[src/rtl/riscv_pkg.sv]
// Shared RV32I core types: instruction classes, ALU/branch functions,
// sequencer states and trap causes.
package riscv_pkg;

  typedef enum logic [3:0] {
    OP, OPIMM, BRANCH, LUI, JAL, JALR, LOAD, STORE, AUIPC, Unsupported
  } Itype;

  typedef enum logic [3:0] {
    Add, Sub, And, Or, Xor, Slt, Sltu, Sll, Srl, Sra
  } AluFunc;

  typedef enum logic [2:0] {
    Eq, Neq, Lt, Ltu, Ge, Geu
  } BrFunc;

  typedef enum logic [3:0] {
    IDLE, FETCH, FETCH_WAIT, DECODE, EXECUTE, MEM, MEM_WAIT, WRITEBACK, TRAP
  } SeqState;

  localparam logic [1:0] CAUSE_NONE        = 2'd0;
  localparam logic [1:0] CAUSE_UNSUPPORTED = 2'd1;
  localparam logic [1:0] CAUSE_MISALIGNED  = 2'd2;
  localparam logic [1:0] CAUSE_TIMEOUT     = 2'd3;

  localparam logic [31:0] NOP = 32'h0000_0013;

  function automatic logic writes_rd(Itype t);
    return t inside {OP, OPIMM, LUI, AUIPC, JAL, JALR, LOAD};
  endfunction

endpackage

[src/rtl/seq_mem_if.sv]
// Shared memory port: drives the request for the current sequencer state,
// reports handshake completion and enforces the response timeout.
module seq_mem_if
  import riscv_pkg::*;
#(
  parameter int unsigned MEM_TIMEOUT = 255
) (
  input  logic        clk,
  input  logic        rst_n,
  input  SeqState     state,
  input  logic [31:0] pc,
  input  logic [31:0] addr,
  input  logic [31:0] wdata,
  input  logic        is_store,
  input  logic        mem_ready,
  input  logic        mem_rvalid,
  output logic        mem_req,
  output logic        mem_we,
  output logic [31:0] mem_addr,
  output logic [31:0] mem_wdata,
  output logic        done,
  output logic        timeout
);

  localparam int unsigned CW = $clog2(MEM_TIMEOUT + 1);
  localparam logic [CW-1:0] LAST = CW'(MEM_TIMEOUT - 1);

  logic [CW-1:0] wait_cnt;
  logic          waiting;

  // Request fields derive only from state and latched values, so they stay
  // stable for as long as the FSM waits for ready.
  always_comb begin
    mem_req   = 1'b0;
    mem_we    = 1'b0;
    mem_addr  = '0;
    mem_wdata = '0;
    unique case (state)
      FETCH: begin
        mem_req  = 1'b1;
        mem_addr = pc;
      end
      MEM: begin
        mem_req   = 1'b1;
        mem_we    = is_store;
        mem_addr  = addr;
        mem_wdata = is_store ? wdata : '0;
      end
      default: ;
    endcase
  end

  always_comb begin
    waiting = state inside {FETCH, FETCH_WAIT, MEM, MEM_WAIT};
    done    = ((state == FETCH || state == MEM) && mem_ready) ||
              ((state == FETCH_WAIT || state == MEM_WAIT) && mem_rvalid);
    timeout = waiting && !done && (wait_cnt == LAST);
  end

  // Every waiting state is entered from a non-waiting state or on completion
  // of the previous wait, so clearing here covers "clear on entry".
  always_ff @(posedge clk) begin
    if (!rst_n || !waiting || done) wait_cnt <= '0;
    else                            wait_cnt <= wait_cnt + CW'(1);
  end

endmodule

[src/rtl/core_sequencer.sv]
// Multi-cycle RV32I control FSM: owns PC/instruction registers, sequences
// fetch/decode/execute/memory/writeback and arbitrates the shared memory port.
module core_sequencer
  import riscv_pkg::*;
#(
  parameter logic [31:0] RESET_PC    = 32'h0000_0000,
  parameter int unsigned MEM_TIMEOUT = 255
) (
  input  logic        clk_in,
  input  logic        rst_n_in,
  input  logic        run_in,
  input  Itype        iType_in,
  input  logic [4:0]  rd_in,
  input  logic [31:0] rval2_in,
  input  logic [31:0] exec_data_in,
  input  logic [31:0] exec_addr_in,
  input  logic [31:0] exec_next_pc_in,
  output logic        mem_req_out,
  output logic        mem_we_out,
  output logic [31:0] mem_addr_out,
  output logic [31:0] mem_wdata_out,
  input  logic        mem_ready_in,
  input  logic        mem_rvalid_in,
  input  logic [31:0] mem_rdata_in,
  output logic [31:0] pc_out,
  output logic [31:0] inst_out,
  output logic        we_out,
  output logic [4:0]  wa_out,
  output logic [31:0] wd_out,
  output logic [31:0] retired_out,
  output logic        trap_out,
  output logic [1:0]  trap_cause_out
);

  SeqState     state, state_next;
  logic [1:0]  cause_next;
  Itype        itype_q;
  logic [4:0]  rd_q;
  logic [31:0] data_q, addr_q, npc_q, wdata_q, load_q;
  logic        done, timeout;

  seq_mem_if #(.MEM_TIMEOUT(MEM_TIMEOUT)) u_mem_if (
    .clk        (clk_in),
    .rst_n      (rst_n_in),
    .state      (state),
    .pc         (pc_out),
    .addr       (addr_q),
    .wdata      (wdata_q),
    .is_store   (itype_q == STORE),
    .mem_ready  (mem_ready_in),
    .mem_rvalid (mem_rvalid_in),
    .mem_req    (mem_req_out),
    .mem_we     (mem_we_out),
    .mem_addr   (mem_addr_out),
    .mem_wdata  (mem_wdata_out),
    .done       (done),
    .timeout    (timeout)
  );

  always_ff @(posedge clk_in) begin
    if (!rst_n_in) state <= IDLE;
    else           state <= state_next;
  end

  always_comb begin
    state_next = state;
    cause_next = CAUSE_NONE;
    unique case (state)
      IDLE:       if (run_in) state_next = FETCH;
      FETCH, FETCH_WAIT, MEM, MEM_WAIT: begin
        if (done) begin
          unique case (state)
            FETCH:      state_next = FETCH_WAIT;
            FETCH_WAIT: state_next = DECODE;
            MEM:        state_next = (itype_q == STORE) ? WRITEBACK : MEM_WAIT;
            default:    state_next = WRITEBACK;
          endcase
        end else if (timeout) begin
          state_next = TRAP;
          cause_next = CAUSE_TIMEOUT;
        end
      end
      DECODE:     state_next = EXECUTE;
      EXECUTE: begin
        case (iType_in)
          LOAD, STORE: begin
            if (exec_addr_in[1:0] != 2'b00) begin
              state_next = TRAP;
              cause_next = CAUSE_MISALIGNED;
            end else begin
              state_next = MEM;
            end
          end
          OP, OPIMM, BRANCH, LUI, JAL, JALR, AUIPC: state_next = WRITEBACK;
          default: begin
            state_next = TRAP;
            cause_next = CAUSE_UNSUPPORTED;
          end
        endcase
      end
      WRITEBACK:  state_next = run_in ? FETCH : IDLE;
      TRAP:       state_next = TRAP;
      default:    state_next = IDLE;
    endcase
  end

  always_comb begin
    we_out = 1'b0;
    wa_out = '0;
    wd_out = '0;
    if (state == WRITEBACK) begin
      we_out = writes_rd(itype_q) && (rd_q != 5'd0);
      wa_out = rd_q;
      wd_out = (itype_q == LOAD) ? load_q : data_q;
    end
  end

  always_ff @(posedge clk_in) begin
    if (!rst_n_in) begin
      pc_out         <= RESET_PC;
      inst_out       <= NOP;
      itype_q        <= OP;
      rd_q           <= '0;
      data_q         <= '0;
      addr_q         <= '0;
      npc_q          <= '0;
      wdata_q        <= '0;
      load_q         <= '0;
      retired_out    <= '0;
      trap_out       <= 1'b0;
      trap_cause_out <= CAUSE_NONE;
    end else begin
      if (state == FETCH_WAIT && done) inst_out <= mem_rdata_in;
      if (state == EXECUTE) begin
        itype_q <= iType_in;
        rd_q    <= rd_in;
        data_q  <= exec_data_in;
        addr_q  <= exec_addr_in;
        npc_q   <= exec_next_pc_in;
        wdata_q <= rval2_in;
      end
      if (state == MEM_WAIT && done) load_q <= mem_rdata_in;
      if (state == WRITEBACK) begin
        pc_out      <= npc_q;
        retired_out <= retired_out + 32'd1;
      end
      if (state_next == TRAP && state != TRAP) begin
        trap_out       <= 1'b1;
        trap_cause_out <= cause_next;
      end
    end
  end

endmodule

[config.mk]
export PLATFORM = sky130hd
export DESIGN_NAME = core_sequencer
export DESIGN_NICKNAME = d
export VERILOG_FILES = /design/src/rtl/riscv_pkg.sv /design/src/rtl/seq_mem_if.sv /design/src/rtl/core_sequencer.sv
export SDC_FILE = /design/constraint.sdc
export NUM_CORES = 1
export LEC_CHECK = 0
export CELL_PAD_IN_SITES_DETAIL_PLACEMENT = 1
export CELL_PAD_IN_SITES_GLOBAL_PLACEMENT = 1
export CORE_ASPECT_RATIO = 1.5
export CORE_UTILIZATION = 35
export DETAILED_ROUTE_END_ITERATION = 8
export PLACE_DENSITY_LB_ADDON = 0.1
export SKIP_LAST_GASP = 1
export SYNTH_ARGS = -nofsm -noshare
export SYNTH_HDL_FRONTEND = slang
export SYNTH_SLANG_ARGS = --single-unit
[constraint.sdc]
create_clock -name clk_in -period 2.9 [get_ports clk_in]
set_clock_uncertainty 0.1 [all_clocks]
set_input_delay 0.58 -clock clk_in [delete_from_list [all_inputs] [get_ports clk_in]]
set_output_delay 0.58 -clock clk_in [all_outputs]
set_load 0.05 [all_outputs]
Word-level counts from Yosys, hierarchy flattened
Index checks and enable logic that the tools add are counted.
{ "word_totals": {"register_bits": 280, "out_inout_bits": 203, "inputBits": 174, "wordCells": 92} }
{ "classes": {"n_eq_ne": 26, "n_addsub": 2, "n_reduce_logical": 27, "muxes": 23} }
{ "ops": {"columns": ["op", "count"], "rows": [
  ["$mux W32", 4],
  ["$pmux W32 S2", 1],
  ["$eq A4 B3 Y1 const B", 12],
  ["$add A32 B1 Y32 const B", 1],
  ["$pmux W4 S6", 1],
  ["$eq A4 B2 Y1 const B", 5],
  ["$eq A4 B4 Y1 const B", 4],
  ["$mux W4", 4],
  ["$eq A4 B1 Y1 const B", 3],
  ["$logic_not A4 Y1", 3],
  ["$pmux W3 S3", 1],
  ["$add A8 B1 Y8 const B", 1],
  ["$eq A8 B8 Y1 const B", 1],
  ["$logic_and A1 B1 Y1", 8],
  ["$pmux W2 S2", 2],
  ["$pmux W4 S2", 1],
  ["$reduce_bool A7 Y1", 1],
  ["$reduce_or A7 Y1", 1],
  ["$mux W2", 3],
  ["$logic_or A1 B1 Y1", 5],
  ["$mux W1", 5],
  ["$mux W5", 1],
  ["$reduce_bool A5 Y1", 1],
  ["$ne A4 B4 Y1 const B", 1],
  ["other kinds (5)", 8]
]} }

Longest topological paths before layout
{ "depth": {"word_depth": 12, "ltp_mapped": 7, "mapped_depth_nobuf": 6} }

Cells and area by module
A second synthesis with hierarchy kept.
{ "unflattened": {"cells_unflattened": 1532, "hier_area_um2": 11553.6} }
{ "by_module_without_submodules": {"columns": ["mod", "area_per_inst_um2", "seq_area_each_um2", "n_inst", "cells_per_inst"], "rows": [
  ["core_sequencer", 10446.3, 5445.2, 1, 1379],
  ["seq_mem_if", 1107.3, 160.2, 1, 153]
]} }

Worst setup path before layout
OpenSTA, ideal clock, no wires.
{ "synth_timing": {"path_kind": "flip-flop to output port", "from": "register state[1]", "to": "output port mem_wdata_out[22]", "required_ns": 2.220, "stages_incl_launch_ff": 7, "arrival_ns": 2.225, "setup_slack_ns": -0.005, "path_buffers": 3, "cell_sequence": "dfxtp_1 > nor4bb_1 > clkbuf_1 > and3_1 > clkbuf_1 > clkbuf_1 > and2_1"} }
{ "synth_via": {"elab_chain_len": 2} }
{ "synth_rtl": {"columns": ["item", "line_no", "rtl"], "rows": [
  ["start: declaration", "core_sequencer.sv:35", "SeqState state, state_next;"],
  ["start signal: assignment", "core_sequencer.sv:62", "else state <= state_next;"],
  ["$eq A4 B3 Y1", "seq_mem_if.sv:38", "unique case (state)"],
  ["$mux W32", "seq_mem_if.sv:38", null],
  ["end: declaration", "core_sequencer.sv:21", "output logic [31:0] mem_wdata_out,"]
]} }
Every way passes these cells.

Worst setup path in the final report
{ "layout_timing": {"from": "register itype_q[2]", "to": "output port wd_out[17]"} }
{ "layout_via": {"elab_chain_len": 3} }
{ "layout_rtl": {"columns": ["item", "line_no", "rtl"], "rows": [
  ["start: declaration", "core_sequencer.sv:37", "Itype itype_q;"],
  ["start signal: assignment", "core_sequencer.sv:135", "itype_q <= iType_in;"],
  ["$eq A4 B3 Y1", "core_sequencer.sv:114", "wd_out = (itype_q == LOAD) ? load_q : data_q;"],
  ["$mux W32", "core_sequencer.sv:114", null],
  ["$mux W32", "core_sequencer.sv:111", "if (state == WRITEBACK) begin"],
  ["end: declaration", "core_sequencer.sv:29", "output logic [31:0] wd_out,"]
]} }
Every way passes these cells.

==> flow_summary.toml <==
[worst_setup_path]
crit_top_cell = "buf_12"
worst_setup_path_end_kind = "primary output"
rr_worst_depth = 4
cp-start-kind = "flip-flop"
worstPathArrival_ps = 2140
r2r_slack_ps = 600
max_stage_delay_ps = 380
path_max_fanout = 32
cp.required_ps = 2220
crit_chain = "and3b_1, nor2b_2, buf_12, nand2_1, a21oi_1, buf_12"
cp_slowest_cell = "dfxtp_1"
critPathTopFamily = "simple AND/OR/NAND/NOR gates"
path_buf_inv = 2
cp.depth = 6
crit_type = "flip-flop to primary output"

[clock_tree]
clkSlewWorstSetupHoldPaths_ps = 60
cts_buffers = 28
tritoncts = "yes"
hold_buffers = 0
clk_root_buffer_cell = "clkbuf_16"
clk_path_buf_depth = 3
clk_latency_ps = 540
cts.sinks = 280
h-tree-depth = 1

[sta]
fin_crit_sh_pct = 97.1
setup_slack_ps = 83.2
rsz0062_at_grt = "yes"
fmax_mhz = 355
maxSlewHeadroom_pct = 55.0
hold_slack_ps = 352
min_period_ps = 2820
tightest_slew_ps = 674
timing_hold_violations_final = 0
setup_viol = 0
maxSlewViolCount = 0

[detailed_routing]
antenna_left = 0
routed_via_density = 5.17
wl_um = 41200
drc = 0
firstDrtPassIters = 6
wl_per_cell_um = 18.3
drt_first_iter_violations = 411
num_vias = 11600

[logic_synthesis]
ys.flop_type = "dfxtp_1"
yosys_register_bits = 280
ys.warnings.count = 0
syn_avg_cell_area_um2 = 7.63
async_flop_share_pct = 0
netlist_instances = 1487
syn-num-nets = 1664
ys_types = 52
syn_area_um2 = 11300
ys_seq_area_share_pct = 49.4
synth_edf_count = 0

[cells_and_area]
final_cell_mix = "556 x nand2_1, 276 x dfxtp_1, 273 x a21oi_1, 272 x clkdlybuf4s50_1, 110 x buf_12"
post-route-util_pct = 55.2
layout_commonest_cell = "nand2_1"
fin_cells = 2248
final_net_count = 1988
area_growth_pct = 55.0
fill_cells = 3731
layout-drive-gt1-share_pct = 11.8

[grt]
grt_max_degree = 135
grt_pass1_vias = 12300
grtUsageTotal_pct = 24.4
grt_first_pass_wirelength_um = 64400
grt_overflow_total = 0
grt_antenna_before_repair = 8

[die]
initial_utilization_pct = 35.7
num_rows = 80
dieArea_um2 = 33200
die_y_um = 223
coreArea_um2 = 31800
io_pins = 377
die_w_um = 149

[job]
drv_cap = 0

[placement]
post-place-cells = 2188
hpwl_um = 28300
portBuffers = 376
place.gp.congestion = 0.814
dp_slack_ps = 278

[outcome]
outcome = "finished clean"

[power]
p_leak_nw = 5.89
ir_drop_v = 0.000486
powerDensity_nw_per_um2 = 466
p_total_w = 0.00820

[min_path]
hold_depth = 2
hold_class = "flip-flop to flip-flop"
## final timing paths
check / startpoint / end
min reg2reg: wdata_q[4]$_SDFFE_PN0P_ / wdata_q[4]$_SDFFE_PN0P_
max: itype_q[2]$_SDFFE_PN0P_ / wd_out[17]
max reg2reg: retired_out[3]$_SDFFE_PN0P_ / retired_out[18]$_SDFFE_PN0P_
min: wdata_q[4]$_SDFFE_PN0P_ / wdata_q[4]$_SDFFE_PN0P_
## synthesized netlist by cell type (2+ instances only)
cell type,instances,area (um^2)
o21ai_0,5,25.0
nand3_1,17,85.1
nor3_1,6,30.0
ha_1,3,37.5
mux2i_1,9,90.1
nor2_1,23,86.3
or3b_2,2,17.5
nand4_1,11,68.8
clkbuf_1,102,383
inv_1,4,15.0
o21a_1,8,60.1
nor4_1,9,56.3
or4_2,2,17.5
buf_2,4,20.0
nor2b_1,3,18.8
or3_1,3,18.8
buf_6,3,33.8
and3_1,5,31.3
and2_1,37,231
o31ai_1,12,90.1
dfxtp_1,280,5610
a22o_1,32,280
and4_1,2,17.5
nor4b_1,2,17.5
or4b_2,2,20.0
nand2_1,557,2090
xnor2_1,5,43.8
buf_1,5,18.8
xor2_1,9,78.8
a21oi_1,280,1400
or4_1,11,82.6
nand2b_1,14,87.6
## state kept, by name (all words and copies together), names as in the netlist
name	flops
addr_q	32
data_q	32
inst_out	32
itype_q	4
load_q	32
npc_q	32
pc_out	32
rd_q	5
retired_out	32
state	4
trap_cause_out	2
trap_out	1
u_mem_if.wait_cnt	8
wdata_q	32
## where the power goes
group	internal, W	switching [W]
registers	0.00388	0.0000311
logic	0.000295	0.000286
clock network	0.00217	0.00153
## kinds of logic (layout without fill, tap and decap cells)
| kind of cell | count (synthesis) | after routing | share of synthesized area [%] |
|---|---|---|---|
| buf+inv | 120 | 465 | 4.30 |
| fa+ha+maj | 3 | 3 | 0.331 |
| simple gates | 715 | 715 | 27.1 |
| compound gates | 346 | 346 | 17.0 |
| xor+xnor | 14 | 14 | 1.08 |
| flops | 280 | 280 | 49.4 |
| other cells | 0 | 6 | 0 |
| mux | 9 | 9 | 0.794 |
## routing by layer
metal | part of all wire (%) | wire length [um] | global-route usage, % | vias up
li1 | - | - | - | 5588
met1 | 39 | 16200 | 27.2 | 5630
met2 | 51 | 21100 | 43.7 | 328
met3 | 6.2 | 2540 | 5.48 | 71
met4 | 3.4 | 1410 | 10.1 | 4
met5 | 0.049 | 20 | 0 | -
## per-stage QoR
step | cell area, um^2 | setup TNS, ps
after floorplan | 11300 | 0
after global placement | 16600 | 0
after detailed placement | 16600 | 0
after CTS | 17500 | 0
after global routing | 17600 | -6.99
final | 17600 | 0
## repair_timing
| action | in CTS | in global routing |
|---|---|---|
| setup buffers | 0 | 3 |
| gates resized for setup | 10 | 8 |
| endpoints found under the setup margin | 98 | 70 |
## layout make-up
| cell class | count | area, um^2 | share of cell area [%] |
|---|---|---|---|
| Clock buffer | 45 | 886 | 5.04 |
| Inverter | 5 | 26.3 | 0.149 |
| Timing Repair Buffer | 409 | 5140 | 29.2 |
| Sequential cell | 280 | 5620 | 31.9 |
| Clock inverter | 6 | 55.1 | 0.313 |
| Tap cell | 410 | 513 | 2.92 |
| Multi-Input combinational cell | 1087 | 5340 | 30.4 |
| Antenna cell | 6 | 15.0 | 0.0854 |
## worst register-to-register path: stages (launching register included)
cell and delay [ps]:
dfxtp_1 430, and4_1 350, nand4_4 420, or4b_2 770, a21oi_1 160
No activity file was read; power rests on OpenSTA's default activity.
